[config.mk]
export PLATFORM = sky130hd
export DESIGN_NAME = limb_sequencer
export DESIGN_NICKNAME = d
export VERILOG_FILES = /design/src/rtl/limb_sequencer.sv
export SDC_FILE = /design/constraint.sdc
export NUM_CORES = 1
export LEC_CHECK = 0
export BUFFER_PORTS_ARGS = -buffer_cell sky130_fd_sc_hd__buf_4
export CAP_MARGIN = 10
export CORE_MARGIN = 5
export CORE_UTILIZATION = 30
export DETAILED_ROUTE_END_ITERATION = 16
export GPL_TIMING_DRIVEN = 0
export SYNTH_ARGS = -nofsm -noshare
export SYNTH_HDL_FRONTEND = slang
export SYNTH_SLANG_ARGS = --single-unit
[constraint.sdc]
create_clock -name clk -period 6.3 [get_ports clk]
set_input_delay 0.945 -clock clk [delete_from_list [all_inputs] [get_ports clk]]
set_output_delay 0.945 -clock clk [all_outputs]
set_load 0.02 [all_outputs]
[src/rtl/limb_sequencer.sv]
// Multicycle control unit for the LIMB 8-bit CPU: fetch/decode/execute FSM,
// PC, data stack pointer and a hardware return-address stack.
//
// state   | meaning
// FETCH   | latch rom_data into IR when run = 1, no strobes
// EXEC    | decode IR, fire the single action of the opcode class
// MEM     | second half of POP: RAM read into rd at the incremented sp
// FAULT   | sticky error stop, left only through reset
module limb_sequencer #(
    parameter int         RS_DEPTH = 16,
    parameter logic [7:0] SP_RESET = 8'hFF
) (
    input  logic        clk,
    input  logic        reset,
    input  logic        run,
    output logic [7:0]  pc,
    input  logic [31:0] rom_data,
    output logic [31:0] ir,
    output logic [3:0]  rf_src_a,
    output logic [3:0]  rf_src_b,
    output logic [3:0]  rf_dst,
    output logic        rf_we,
    output logic        rf_wsel,
    output logic [3:0]  alu_op,
    output logic        alu_b_imm,
    output logic [7:0]  imm,
    input  logic [5:0]  cmp_flags,
    input  logic [7:0]  rf_out_a,
    input  logic [7:0]  rf_out_b,
    output logic [7:0]  ram_addr,
    output logic [7:0]  ram_wdata,
    output logic        ram_we,
    output logic [7:0]  sp,
    output logic        fault,
    output logic [1:0]  fault_code,
    output logic        retired
);

    localparam int RS_AW = (RS_DEPTH > 1) ? $clog2(RS_DEPTH) : 1;
    localparam logic [RS_AW:0] RS_FULL = (RS_AW + 1)'(RS_DEPTH);
    localparam logic [RS_AW:0] RS_ONE  = (RS_AW + 1)'(1);

    typedef enum logic [1:0] {S_FETCH, S_EXEC, S_MEM, S_FAULT} state_t;

    state_t         state_q, state_d;
    logic [7:0]     pc_q, pc_d;
    logic [7:0]     sp_q, sp_d;
    logic [31:0]    ir_q, ir_d;
    logic           fault_q, fault_d;
    logic [1:0]     code_q, code_d;
    logic [RS_AW:0] rs_cnt_q, rs_cnt_d;
    logic [7:0]     rs_mem_q [RS_DEPTH];

    logic [7:0]       op;
    logic [3:0]       rd, rs1, rs2;
    logic [7:0]       pc_inc;
    logic [RS_AW-1:0] rs_wr_idx, rs_top_idx;
    logic             rs_push, rs_full, rs_empty;
    logic             cond;
    logic [3:0]       alu_sel;
    logic [1:0]       fault_req;
    logic             rf_we_raw, ram_we_raw, retired_raw;

    assign op         = ir_q[31:24];
    assign rd         = ir_q[23:20];
    assign rs1        = ir_q[19:16];
    assign rs2        = ir_q[11:8];
    assign imm        = ir_q[7:0];
    assign pc_inc     = pc_q + 8'd1;
    assign rs_wr_idx  = rs_cnt_q[RS_AW-1:0];
    assign rs_top_idx = rs_cnt_q[RS_AW-1:0] - RS_AW'(1);
    assign rs_full    = (rs_cnt_q == RS_FULL);
    assign rs_empty   = (rs_cnt_q == '0);

    // Branch and call families share the condition encoding in op[2:0].
    always_comb begin
        case (op[2:0])
            3'd0:    cond = cmp_flags[5];
            3'd1:    cond = cmp_flags[4];
            3'd2:    cond = cmp_flags[3];
            3'd3:    cond = cmp_flags[2];
            3'd4:    cond = cmp_flags[1];
            3'd5:    cond = cmp_flags[0];
            default: cond = 1'b0;
        endcase
    end

    always_comb begin
        case (op[2:0])
            3'd4:    alu_sel = 4'd7;
            3'd6:    alu_sel = 4'd4;
            default: alu_sel = {1'b0, op[2:0]};
        endcase
    end

    always_comb begin
        state_d     = state_q;
        pc_d        = pc_q;
        sp_d        = sp_q;
        ir_d        = ir_q;
        fault_d     = fault_q;
        code_d      = code_q;
        rs_cnt_d    = rs_cnt_q;
        rs_push     = 1'b0;
        fault_req   = 2'd0;
        rf_src_a    = rs1;
        rf_src_b    = rs2;
        rf_dst      = rd;
        rf_we_raw   = 1'b0;
        rf_wsel     = 1'b0;
        alu_op      = 4'd0;
        alu_b_imm   = 1'b0;
        ram_addr    = rf_out_a;
        ram_wdata   = rf_out_b;
        ram_we_raw  = 1'b0;
        retired_raw = 1'b0;

        case (state_q)
            S_FETCH: begin
                if (run) begin
                    ir_d    = rom_data;
                    state_d = S_EXEC;
                end
            end
            S_EXEC: begin
                pc_d        = pc_inc;
                state_d     = S_FETCH;
                retired_raw = 1'b1;
                case (op)
                    8'hC0, 8'hC1, 8'hC2, 8'hC3, 8'hC4, 8'hC5, 8'hC6,
                    8'hC8, 8'hC9, 8'hCA, 8'hCB, 8'hCC: begin
                        alu_op    = alu_sel;
                        alu_b_imm = op[3];
                        rf_we_raw = 1'b1;
                    end
                    8'h80: begin
                        rf_src_a  = 4'd15;
                        rf_we_raw = 1'b1;
                        rf_wsel   = 1'b1;
                    end
                    8'h81, 8'h82: begin
                        rf_src_a   = 4'd15;
                        rf_src_b   = rs1;
                        ram_wdata  = op[1] ? imm : rf_out_b;
                        ram_we_raw = 1'b1;
                    end
                    8'h40, 8'h41: begin
                        rf_src_b   = rs1;
                        ram_addr   = sp_q;
                        ram_wdata  = op[0] ? imm : rf_out_b;
                        ram_we_raw = 1'b1;
                        sp_d       = sp_q - 8'd1;
                    end
                    8'h42: begin
                        sp_d        = sp_q + 8'd1;
                        pc_d        = pc_q;
                        state_d     = S_MEM;
                        retired_raw = 1'b0;
                    end
                    8'h43: pc_d = imm;
                    8'hD0, 8'hD1, 8'hD2, 8'hD3, 8'hD4, 8'hD5: begin
                        alu_op = 4'd1;
                        if (cond) pc_d = imm;
                    end
                    8'hD8, 8'hD9, 8'hDA, 8'hDB, 8'hDC, 8'hDD, 8'h44: begin
                        alu_op = 4'd1;
                        if (op == 8'h44 || cond) begin
                            if (rs_full) begin
                                fault_req = 2'd2;
                            end else begin
                                rs_push  = 1'b1;
                                rs_cnt_d = rs_cnt_q + RS_ONE;
                                pc_d     = imm;
                            end
                        end
                    end
                    8'h00: begin
                        if (rs_empty) begin
                            fault_req = 2'd3;
                        end else begin
                            pc_d     = rs_mem_q[rs_top_idx];
                            rs_cnt_d = rs_cnt_q - RS_ONE;
                        end
                    end
                    default: fault_req = 2'd1;
                endcase
                // A faulting instruction leaves no architectural trace.
                if (fault_req != 2'd0) begin
                    pc_d        = pc_q;
                    sp_d        = sp_q;
                    rs_cnt_d    = rs_cnt_q;
                    rs_push     = 1'b0;
                    rf_we_raw   = 1'b0;
                    ram_we_raw  = 1'b0;
                    retired_raw = 1'b0;
                    fault_d     = 1'b1;
                    code_d      = fault_req;
                    state_d     = S_FAULT;
                end
            end
            S_MEM: begin
                ram_addr    = sp_q;
                rf_we_raw   = 1'b1;
                rf_wsel     = 1'b1;
                pc_d        = pc_inc;
                retired_raw = 1'b1;
                state_d     = S_FETCH;
            end
            S_FAULT: begin
                state_d = S_FAULT;
            end
            default: state_d = S_FAULT;
        endcase
    end

    always_ff @(posedge clk) begin
        if (!reset) begin
            state_q  <= S_FETCH;
            pc_q     <= 8'd0;
            sp_q     <= SP_RESET;
            ir_q     <= 32'd0;
            fault_q  <= 1'b0;
            code_q   <= 2'd0;
            rs_cnt_q <= '0;
        end else begin
            state_q  <= state_d;
            pc_q     <= pc_d;
            sp_q     <= sp_d;
            ir_q     <= ir_d;
            fault_q  <= fault_d;
            code_q   <= code_d;
            rs_cnt_q <= rs_cnt_d;
        end
    end

    always_ff @(posedge clk) begin
        if (reset && rs_push) begin
            rs_mem_q[rs_wr_idx] <= pc_inc;
        end
    end

    // Strobes must drop the moment reset asserts, even mid-instruction.
    assign rf_we      = rf_we_raw & reset;
    assign ram_we     = ram_we_raw & reset;
    assign retired    = retired_raw & reset;
    assign pc         = pc_q;
    assign sp         = sp_q;
    assign ir         = ir_q;
    assign fault      = fault_q;
    assign fault_code = code_q;

endmodule
* Word-level counts from Yosys, hierarchy flattened *
Memories as Yosys holds them, arrays and structs flattened.
Cells that the tools add are included.

storage, ports and cells
  flip-flop bits (word level) = 58
  bits in latches = 0
  bits in writable memories = 128
  ROM bits = 0
  input bits = 57
  output and inout port bits = 96
  logic and storage cells = 146
  memories = 1

operators by class
  add/subtract/negate cells = 6
  $mul = 0
  divide/modulo/power cells = 0
  magnitude comparators = 0
  eq/ne operators = 48
  shift-type cells = 0
  muxes and demuxes = 55
  bitwise gates (word level) = 4
  reduce and logical (&&, ||, !) cells = 25

memories
  name      words  bits a word  rd ports  clocked after Yosys merged registers in  write ports  RTL line  text
  rs_mem_q  16     8            1         0                                        1            52        logic [7:0] rs_mem_q [RS_DEPTH];

operators by type and width
  operator                                           number
  == test 8 bit (second input constant)              27
  two-way mux 8 bit                                  9
  one-hot mux 8 bit (2 select lines)                 4
  == test 8 x 7 -> 1 bit (second input constant)     5
  one-hot mux 8 bit (5 select lines)                 1
  OR reduction 13 bit                                2
  OR reduction 25 bit                                1
  two-way mux 4 bit                                  5
  two-way mux 1 bit                                  17
  adder 8 x 1 -> 8 bit (second input constant)       2
  two-way mux 5 bit                                  3
  two-way mux 2 bit                                  7
  inequality test 2 bit (second input constant)      6
  OR reduction 12 bit                                1
  one-hot mux 5 bit (2 select lines)                 1
  == test 3 bit (second input constant)              3
  logical NOT 8 bit                                  1
  one-hot mux 2 bit (4 select lines)                 1
  one-hot mux 4 bit (2 select lines)                 1
  nonzero test 2 bit                                 4
  subtractor 8 x 1 -> 8 bit (second input constant)  1
  OR reduction 7 bit                                 1
  == test 3 x 2 -> 1 bit (second input constant)     2
  one-hot mux 1 bit (2 select lines)                 3
  other kinds (24)                                   30

* Logic depth before layout (Yosys ltp) *
Gate-level depths: netlist (run 1).

  depth after elaboration = 12
  depth in mapped cells = 13
  mapped depth without buffers = 12

* Least setup slack after synthesis (run 1) *
No wires, ideal clock.

  path type = register to register
  start = register rs_cnt_q[0]
  end = memory rs_mem_q[3][0] (enable)
  setup time = 0.383 ns
  data arrival time = 3.611 ns
  data required time = 5.917 ns
  setup slack = 2.306 ns
  cell stages (with the launch flop) = 12
  path buffers = 2
  period minus slack after synthesis = 3.994 ns
  path through = dfxtp_1 clkbuf_1 buf_1 inv_1 ha_1 nor4bb_1 nand4_1 a221oi_1 a2111o_1 a2111oi_2 nand2_1 nor3_1

between the ends
  longest elaborated chain between the ends = 11
  elaborated cells between the ends (all ways) = 16
  classes of those cells = 1 x eq/ne; 12 x mux; 3 x reduce/logical

RTL lines
  element                                  RTL line  text
  start, declared                          51        logic [RS_AW:0] rs_cnt_q, rs_cnt_d;
  start signal, assigned                   232       rs_cnt_q <= rs_cnt_d;
  == test 5 bit                            72        assign rs_full = (rs_cnt_q == RS_FULL);
  two-way mux 2 bit                        168       if (rs_full) begin
  two-way mux 2 bit                        167       if (op == 8'h44 || cond) begin
  one-hot mux 2 bit (3 select lines)       129       case (op)
  two-way mux 2 bit                        118       case (state_q)
  nonzero test 2 bit                       188       if (fault_req != 2'd0) begin
  two-way mux 1 bit                        188
  two-way mux 1 bit                        118
  logical AND 1 bit                        237       if (reset && rs_push) begin
  two-way mux 1 bit                        237
  two-way mux 1 bit (not written as such)  238       rs_mem_q[rs_wr_idx] <= pc_inc;
  end, declared                            52

Several ways; a longest one is shown, not always the timed one. The select of a mux whose other input is x is not followed.

* Worst setup path after layout (run 1) *
  start = register rs_cnt_q[0]
  end = memory rs_mem_q[3][5] (enable)

The elaborated chain is that of the path after synthesis.

==> impl_metrics.tcl, run 1 <==
set metrics [dict create \
    root_buffer "clkbuf_16" \
    gp_congestion 0.9171 \
    ys_types 63 \
    synth_area_sq_um 8622 \
    pin_count 153 \
    critPathMaxFanout 10 \
    insertion_delay_ns 0.43 \
    dr.pass1.iters 5 \
    final_common_cell "buf_4" \
    yosysTopAreaCell "edfxtp_1" \
    die_x_microns 179.5 \
    io_buffers 151 \
    hold_buffers 0 \
    rsz0062_at_grt "false" \
    utilization_pct 38.23 \
    hpwl_microns 16680 \
    antenna_found_initial 0 \
    tns_ns 0 \
    remaining_drc_errors 0 \
    vias_per_cell 4.893 \
    cts_tree "built" \
    ys_ff_latch 186 \
    fp.dieH_microns 179.5 \
    h-tree-depth 4 \
    ir_drop_v 0.0001879 \
    final-seq-area_sq_um 5005 \
    slew_headroom_pct 22.47 \
    hold_viol_final 0 \
    ant_nets 0 \
    fp.dieArea_sq_um 32230 \
    most-common-layout-cells "buf_4, edfxtp_1, nand2_1, dfxtp_1, a21oi_1" \
    final.min_clock_period_ns 5.206 \
    drt_iter0_drc 476 \
    wl_per_cell_microns 18.19 \
    rows 62 \
    grt_pass1_vias 5956 \
    slew_violations 0 \
    design.core.area_sq_um 28550 \
    ys.flop_type "edfxtp_1" \
    multi_input_area_sq_um 3361 \
    cts-resized-gates 0 \
    arrival_ns 5.25 \
    hp-class "flip-flop to flip-flop" \
    finalSetupViolations 0 \
    synth_fp_nets 762 \
    fin_skew_ns 0.01536 \
    fmax_ghz 0.1921 \
    cts_made_buffers 17 \
    p_per_area_nw_per_um2 289.9 \
    maxCapViolCount 0 \
    syn_inst 683 \
    synth.avg_cell_area_sq_um 12.62 \
    cts.sinks 186 \
    layout-drive-gt1-share_pct 29.70 \
    routed_wl_microns 22840 \
    synth.area.top_cells "edfxtp_1, dfxtp_1, mux4_2" \
    post-route-period-util_pct 82.64 \
    groute.usage.overall_pct 13.75 \
    async_reset_ff_share_pct 0 \
    clkTransAtPathRegs_ns 0.08 \
    start_kind "flip-flop" \
    overflow 0 \
    p_leak_uw 0.004161 \
    grt_max_degree 19 \
    tightest_slew_ns 1.154 \
    via_count 6145 \
    start_util_pct 30.20 \
    fill_cells 2764 \
    area_growth_pct 26.57 \
    cp.required_ns 6.34 \
    nNetsFinal 939 \
    clock_path_buffers 2 \
    grt_pass1_wl_microns 35370 \
    end_kind "flip-flop" \
    yosysSeqAreaShare_pct 58.05 \
    synth_edf_count 128 \
    antenna_cells 0 \
    netlist.area_leader.share_pct 44.58 \
    status "completed" \
    critical_path_class "flip-flop to flip-flop" \
    yosys_warnings 0 \
    post-cts-setup-buffer-count 0 \
]
-- cells in the mapped netlist, types with 3 or more instances --
master and instances:
a211oi_1 4, a21o_1 4, a21oi_1 51, a22o_1 8
a31oi_1 11, and2_1 4, and3_1 3, buf_1 3
buf_2 4, buf_4 13, clkbuf_1 27, dfxtp_1 58
edfxtp_1 128, ha_1 20, inv_1 9, mux2_2 12
mux2i_1 20, mux4_2 33, nand2_1 85, nand2b_1 14
nand3_1 14, nand3b_1 5, nor2_1 36, nor2b_1 8
nor3_1 8, nor4_1 4, o211ai_1 6, o21ai_0 19
o22ai_1 8, o31ai_1 3, or3_1 3, xnor2_1 9
xor2_1 11
-- cells by family (layout without fill, tap and decap cells) --
logic type	count (synthesis)	in the layout	synth area share (%)
xor+xnor	20	20	2.032
compound gates	134	134	9.882
other cells	1	1	0.04349
flops	186	186	58.05
fa+ha+maj	23	23	3.483
mux	65	65	12.51
buf+inv	58	247	3.149
simple gates	196	196	10.85
-- metrics by stage --
step | total power, uW | worst slack, ns | cell area, sq um | std cells | hold WS (ns)
after detailed placement | 2087 | 0.9266 | 10280 | 1221 | 0.4494
after global routing | 3290 | 0.5995 | 10910 | 1256 | 0.4764
after floorplan | 1825 | 2.306 | 8622 | 683 | 0.4745
after global placement | 2073 | 0.9595 | 10240 | 1218 | 0.4449
final | 3163 | 1.094 | 10910 | 1256 | 0.4607
after CTS | 3184 | 0.9073 | 10880 | 1252 | 0.4604
-- routing by layer --
layer	GRT usage, %	vias to the layer above	wire, microns	share of wire [%]
met2	21.92	208	10660	47
met3	3.335	32	1216	5.3
met4	4.358	0	532	2.3
met5	0	-	0	0
li1	-	2913	-	-
met1	18.60	2992	10440	46
-- sequential cells by signal (all words and copies together), names as in the netlist --
signal and count:
ir 32, fault_code 2, pc 8, rs_mem_q 128, rs_cnt_q 5, sp 8, state_q 2, fault 1
-- cell type report --
type                    instances  area share (%)
multi-input cells             439           30.80
inverters                      11          0.3784
plain buffers                  47           2.110
clock buffers                  17           3.898
flip-flops and latches        186           45.86
well taps                     384           4.403
repair buffers                158           10.94
clock inverters                14           1.617
-- power breakdown --
group / total [uW] / switching (uW) / internal, uW
Clock: 1100 / 503 / 602
Sequential: 1430 / 47.4 / 1380
Combinational: 633 / 381 / 252
Total: 3160 / 931 / 2230
-- worst max-delay path, stage by stage, from the launching register on --
cell	delay [ns]
dfxtp_1	0.38
clkbuf_1	0.47
buf_1	0.74
inv_1	0.33
ha_1	0.34
nor4bb_1	0.20
nand4_1	0.18
a221oi_1	0.12
a2111o_1	0.47
a2111oi_2	0.42
nand2_1	0.25
nor3_1	0.93
-- path summary, 6_finish.rpt --
check / start / to / slack, ns / depth (start not counted)
hold reg to reg: ir[15]$_SDFFE_PN0P_ / ir[15]$_SDFFE_PN0P_ / 0.46 / 2
hold / removal: ir[15]$_SDFFE_PN0P_ / ir[15]$_SDFFE_PN0P_ / 0.46 / 2
setup / recovery: rs_cnt_q[0]$_SDFFE_PN0P_ / rs_mem_q[3][5]$_DFFE_PP_ / 1.09 / 11
setup reg to reg: rs_cnt_q[0]$_SDFFE_PN0P_ / rs_mem_q[3][5]$_DFFE_PP_ / 1.09 / 11
No activity file was read; power rests on OpenSTA's default activity.
==> inputs of run 2 (changes only) <==
--- a/config.mk
+++ b/config.mk
@@ -5,6 +5,7 @@
 export SDC_FILE = /design/constraint.sdc
 export NUM_CORES = 1
 export LEC_CHECK = 0
+export ABC_AREA = 1
 export BUFFER_PORTS_ARGS = -buffer_cell sky130_fd_sc_hd__buf_4
 export CAP_MARGIN = 10
 export CORE_MARGIN = 5
==> constraint.sdc (replaced) <==
create_clock -name clk -period 4.4 [get_ports clk]
set_input_delay 0.66 -clock clk [delete_from_list [all_inputs] [get_ports clk]]
set_output_delay 0.66 -clock clk [all_outputs]
set_load 0.02 [all_outputs]
==> impl_metrics.tcl, run 2 <==
set metrics [dict create \
    final.min_clock_period_ns 3.773 \
    slowest_stage "buf_1" \
    most-common-layout-cells "nand2_1, buf_4, nand3_1, edfxtp_1, nor2_1" \
    remaining_drc_errors 0 \
    dr.pass1.iters 5 \
    overflow 0 \
    async_reset_ff_share_pct 0 \
    maxCapViolCount 0 \
    critPathMaxFanout 13 \
    status "completed" \
    ys_types 42 \
    clock_path_buffers 2 \
    h-tree-depth 4 \
    ir_drop_v 0.0002497 \
    clkPwrFrac_pct 33.3 \
    yosysTopAreaCell "edfxtp_1" \
    grt_pass1_vias 7816 \
    synth_fp_nets 1124 \
    synth.avg_cell_area_sq_um 8.810 \
    start_util_pct 30.25 \
    p_per_area_nw_per_um2 426.3 \
    hp-class "primary input to flip-flop" \
    netlist.area_leader.share_pct 41.75 \
    end_kind "primary output" \
    crit_buf_inv 6 \
    routed_wl_microns 28190 \
    grt_pass1_wl_microns 43400 \
    wl_per_cell_microns 17.33 \
    design.core.area_sq_um 30430 \
    hold_buffers 0 \
    hold_viol_final 0 \
    fp.dieH_microns 185.2 \
    yosys-top-cells-count "nand2_1, nand3_1, edfxtp_1" \
    largest_reg_flops 128 \
    drt_iter0_drc 605 \
    rows 64 \
    fp.dieArea_sq_um 34290 \
    synth_edf_count 128 \
    critical_path_class "flip-flop to primary output" \
    cts_tree "built" \
    p_int_uw 3280 \
    finalSetupViolations 0 \
    p_sw_uw 1626 \
    nNetsFinal 1296 \
    fmax_ghz 0.2650 \
    syn_inst 1045 \
    yosysMostFrequentCell "nand2_1" \
    insertion_delay_ns 0.44 \
    cts.sinks 186 \
    rsz0062_at_grt "false" \
    yosys_warnings 0 \
    p_sw_share_pct 33.15 \
    hpwl_microns 20510 \
    gp_congestion 0.8735 \
    ant_nets 0 \
    cp_slowest_stage_delay_ns 0.72 \
    cts_made_buffers 17 \
    area_growth_pct 24.98 \
    cpLargestDelayFamily "buffers and inverters" \
    antenna_found_initial 0 \
    synth_area_sq_um 9206 \
    post-route-period-util_pct 85.75 \
    cp.required_ns 3.74 \
    slew_violations 0 \
    p_leak_uw 0.004755 \
    slew_headroom_pct 32.38 \
    fin_skew_ns 0.01514 \
    vias_per_cell 4.859 \
    ys.flop_type "edfxtp_1" \
    synth.area.top_cells "edfxtp_1, dfxtp_1, nand2_1" \
    clkTransAtPathRegs_ns 0.08 \
    crit_top_cell "inv_1" \
    root_buffer "clkbuf_16" \
    groute.usage.overall_pct 16.43 \
    tns_ns 0 \
    final_common_cell "nand2_1" \
    cp_cell_sequence "inv_1 -> buf_2 -> buf_1 -> ha_1 -> nand3_1 -> inv_1 -> nand2_1 -> inv_1 -> nand2_2 -> nand4_1 -> a21oi_1 -> buf_4" \
    via_count 7900 \
    tightest_slew_ns 1.013 \
    die_x_microns 185.2 \
    yosysSeqAreaShare_pct 54.36 \
    io_buffers 150 \
    start_kind "flip-flop" \
    grt_max_degree 20 \
    pin_count 153 \
    dp.cells 1592 \
    antenna_cells 0 \
    post-cts-setup-buffer-count 0 \
    combPwrFrac_pct 24.2 \
    fin_cells 1626 \
    ys_ff_latch 186 \
    layout-drive-gt1-share_pct 20.24 \
    fill_cells 3066 \
    cts-resized-gates 0 \
    top_register "rs_mem_q" \
    seqPwrFrac_pct 42.5 \
    arrival_ns 3.11 \
]
==> run 2: changes by cell type in the layout (fill, tap and decap cells not counted), moves of 9 or more <==
cell	delta
a21oi_1	+19
inv_2	+9
inv_1	+69
o21ai_0	+45
mux4_2	-33
nand2b_1	-14
nor2_1	+47
mux2i_1	-18
mux2_2	-12
a22oi_1	+9
nand3_1	+118
nand2_1	+172
==> run 2: per-stage QoR <==
step	total power [uW]	instance area (sq um)	hold WS, ns	setup WS [ns]	utilization (%)
finish	4906	11510	0.4633	0.6268	37.81
CTS	4912	11480	0.4587	0.6748	37.74
detailed placement	3299	10850	0.4749	0.7242	35.67
global route	5109	11510	0.4673	0.3644	37.81
floorplan	2820	9206	0.4762	1.729	-
global placement	3279	10830	0.4750	0.7649	35.58
==> run 2: path summary, 6_finish.rpt <==
| path | slack, ns | start | to | cells past startpoint |
|---|---|---|---|---|
| max | 0.63 | rs_cnt_q[0]$_SDFFE_PN0P_ | retired | 12 |
| min | 0.46 | rom_data[11] | ir[11]$_SDFFE_PN0P_ | 3 |
| max reg2reg | 0.65 | rs_cnt_q[0]$_SDFFE_PN0P_ | pc[7]$_SDFFE_PN0P_ | 15 |
| min reg2reg | 0.48 | fault$_SDFFE_PN0P_ | fault$_SDFFE_PN0P_ | 2 |
==> run 2: layout make-up <==
class                      count  area (sq um)  area share (%)
buffer                        54         285.3           2.479
multi-input combinational    714          3590           31.20
clock buffer                  17         425.4           3.697
timing repair buffer         153          1160           10.08
tap                          396         495.5           4.306
sequential                   186          5005           43.50
inverter                      91         341.6           2.969
clock inverter                15         203.9           1.773
==> run 2: routing by layer <==
layer	wire, microns	global-route usage (%)
met1	11820	21.05
met2	13500	27.49
met3	2254	3.987
met5	0	0
met4	618	5.197
==> run 2: kinds of logic after synthesis <==
logic type	count (synthesis)	synth area share (%)
XOR/XNOR	11	1.047
AO/OA/AOI/OAI	167	9.840
flip-flops	186	54.36
multiplexers	2	0.2175
buffers and inverters	145	6.809
AND/OR/NAND/NOR	511	24.53
adder cells (fa/ha/maj)	22	3.153
other	1	0.04073
==> run 2: tightest hold or removal path, cell delays in order <==
cell	delay, ns
buf_4	0.08
o21ai_0	0.07
nor2_1	0.08
==> run 2: power groups by stage <==
stage               sequential (uW)  combinational [uW]  clock, uW
finish                         2080                1190       1630
global route                   2100                1290       1720
CTS                            2090                1180       1650
detailed placement             2120                1170          0
global placement               2120                1150          0
floorplan                      2170                 645          0
==> inputs of run 3 (changes only) <==
--- a/config.mk
+++ b/config.mk
@@ -12,6 +12,7 @@
 export CORE_UTILIZATION = 30
 export DETAILED_ROUTE_END_ITERATION = 16
 export GPL_TIMING_DRIVEN = 0
+export RECOVER_POWER = 100
 export SYNTH_ARGS = -nofsm -noshare
 export SYNTH_HDL_FRONTEND = slang
 export SYNTH_SLANG_ARGS = --single-unit
==> impl_metrics.tcl, run 3 (same netlist as run 2, synthesis figures left out) <==
set metrics [dict create \
    post-route-period-util_pct 88.80 \
    wl_per_cell_microns 17.30 \
    most-common-layout-cells "nand2_1, nand3_1, edfxtp_1, clkbuf_1, nor2_1" \
    fin_skew_ns 0.01548 \
    ir_drop_v 0.0002537 \
    end_kind "flip-flop" \
    dp.cells 1592 \
    cts_tree "built" \
    violations "capacitance limit, slew limit" \
    routed_wl_microns 28130 \
    p_sw_uw 1614 \
    antenna_cells 0 \
    rsz0062_at_grt "false" \
    drt_iter0_drc 682 \
    gp_congestion 0.8735 \
    root_buffer "clkbuf_16" \
    design.core.area_sq_um 30430 \
    p_leak_uw 0.004407 \
    finalSetupViolations 0 \
    clock_path_buffers 2 \
    cpLargestDelayFamily "simple AND/OR/NAND/NOR gates" \
    fmax_ghz 0.2559 \
    fin_cells 1626 \
    rows 64 \
    tightest_slew_ns 1.642 \
    start_util_pct 30.25 \
    die_x_microns 185.2 \
    p_int_uw 3190 \
    cp_cell_sequence "inv_1 -> buf_2 -> clkbuf_1 -> ha_1 -> nand3_1 -> inv_1 -> a21oi_1 -> nand2_1 -> nor3_1 -> nand2_1 -> nor2_1" \
    crit_buf_inv 4 \
    p_sw_share_pct 33.59 \
    slew_headroom_pct -9.834 \
    grt_pass1_vias 7816 \
    pin_count 153 \
    hold_buffers 0 \
    final.min_clock_period_ns 3.907 \
    critPathMaxFanout 13 \
    hp-class "primary input to flip-flop" \
    remaining_drc_errors 0 \
    grt_max_degree 20 \
    antenna_found_initial 0 \
    maxCapViolCount 2 \
    h-tree-depth 4 \
    final_common_cell "nand2_1" \
    area_growth_pct 20.69 \
    largest_reg_flops 128 \
    start_kind "flip-flop" \
    post-cts-setup-buffer-count 0 \
    cts_made_buffers 17 \
    vias_per_cell 4.864 \
    ant_nets 0 \
    cp.required_ns 4.47 \
    nNetsFinal 1296 \
    clkPwrFrac_pct 34.1 \
    slowest_stage "nor2_1" \
    top_register "rs_mem_q" \
    hpwl_microns 20510 \
    fill_cells 3165 \
    cts.sinks 186 \
    io_buffers 150 \
    cp_slowest_stage_delay_ns 0.73 \
    status "complete, but fails checks" \
    clkTransAtPathRegs_ns 0.08 \
    tns_ns 0 \
    seqPwrFrac_pct 43.4 \
    layout-drive-gt1-share_pct 12.20 \
    insertion_delay_ns 0.44 \
    hold_viol_final 0 \
    fp.dieH_microns 185.2 \
    via_count 7909 \
    dr.pass1.iters 5 \
    critical_path_class "flip-flop to flip-flop" \
    p_per_area_nw_per_um2 432.4 \
    overflow 0 \
    arrival_ns 3.98 \
    combPwrFrac_pct 22.5 \
    slew_violations 36 \
    fp.dieArea_sq_um 34290 \
    cts-resized-gates 0 \
    grt_pass1_wl_microns 43400 \
    groute.usage.overall_pct 16.43 \
]
==> run 3: final cells by class <==
| cell class | instances | area [sq um] | area share, % |
|---|---|---|---|
| sequential | 186 | 5005 | 45.04 |
| multi-input combinational | 714 | 3526 | 31.73 |
| timing repair buffer | 153 | 829.5 | 7.466 |
| tap | 396 | 495.5 | 4.459 |
| clock buffer | 17 | 425.4 | 3.829 |
| inverter | 91 | 341.6 | 3.074 |
| buffer | 54 | 284.0 | 2.556 |
| clock inverter | 15 | 203.9 | 1.836 |
==> run 3: worst paths after layout <==
check | from | to | slack, ns | cells past startpoint
setup / recovery | rs_cnt_q[0]$_SDFFE_PN0P_ | rs_mem_q[5][6]$_DFFE_PP_ | 0.49 | 11
hold / removal | rom_data[11] | ir[11]$_SDFFE_PN0P_ | 0.46 | 3
setup reg to reg | rs_cnt_q[0]$_SDFFE_PN0P_ | rs_mem_q[5][6]$_DFFE_PP_ | 0.49 | 11
hold reg to reg | fault$_SDFFE_PN0P_ | fault$_SDFFE_PN0P_ | 0.48 | 2
==> run 3: tightest hold or removal path: stages <==
cell	delay [ns]
buf_4	0.08
o21ai_0	0.07
nor2_1	0.07
==> run 3: power by group through the flow <==
stage	Combinational, uW	Sequential, uW	Clock (uW)
floorplan	645	2170	0
global placement	1150	2120	0
detailed placement	1170	2120	0
CTS	1180	2090	1650
global route	1190	2090	1720
finish	1080	2080	1640
==> run 3: metrics by stage <==
| stage | utilization [%] | hold slack [ns] | worst slack, ns | instance area [sq um] | power [uW] |
|---|---|---|---|---|---|
| detailed placement | 35.67 | 0.4749 | 0.7242 | 10850 | 3299 |
| global placement | 35.58 | 0.4750 | 0.7649 | 10830 | 3279 |
| global route | 36.51 | 0.4673 | 0.2018 | 11110 | 5004 |
| CTS | 37.74 | 0.4587 | 0.6748 | 11480 | 4912 |
| floorplan | - | 0.4762 | 1.729 | 9206 | 2820 |
| finish | 36.51 | 0.4624 | 0.4926 | 11110 | 4804 |
==> run 3: routing by layer <==
metal	track usage, %	wire length [microns]
met5	0	0
met4	5.197	665
met2	27.49	13410
met1	21.05	12030
met3	3.987	2027
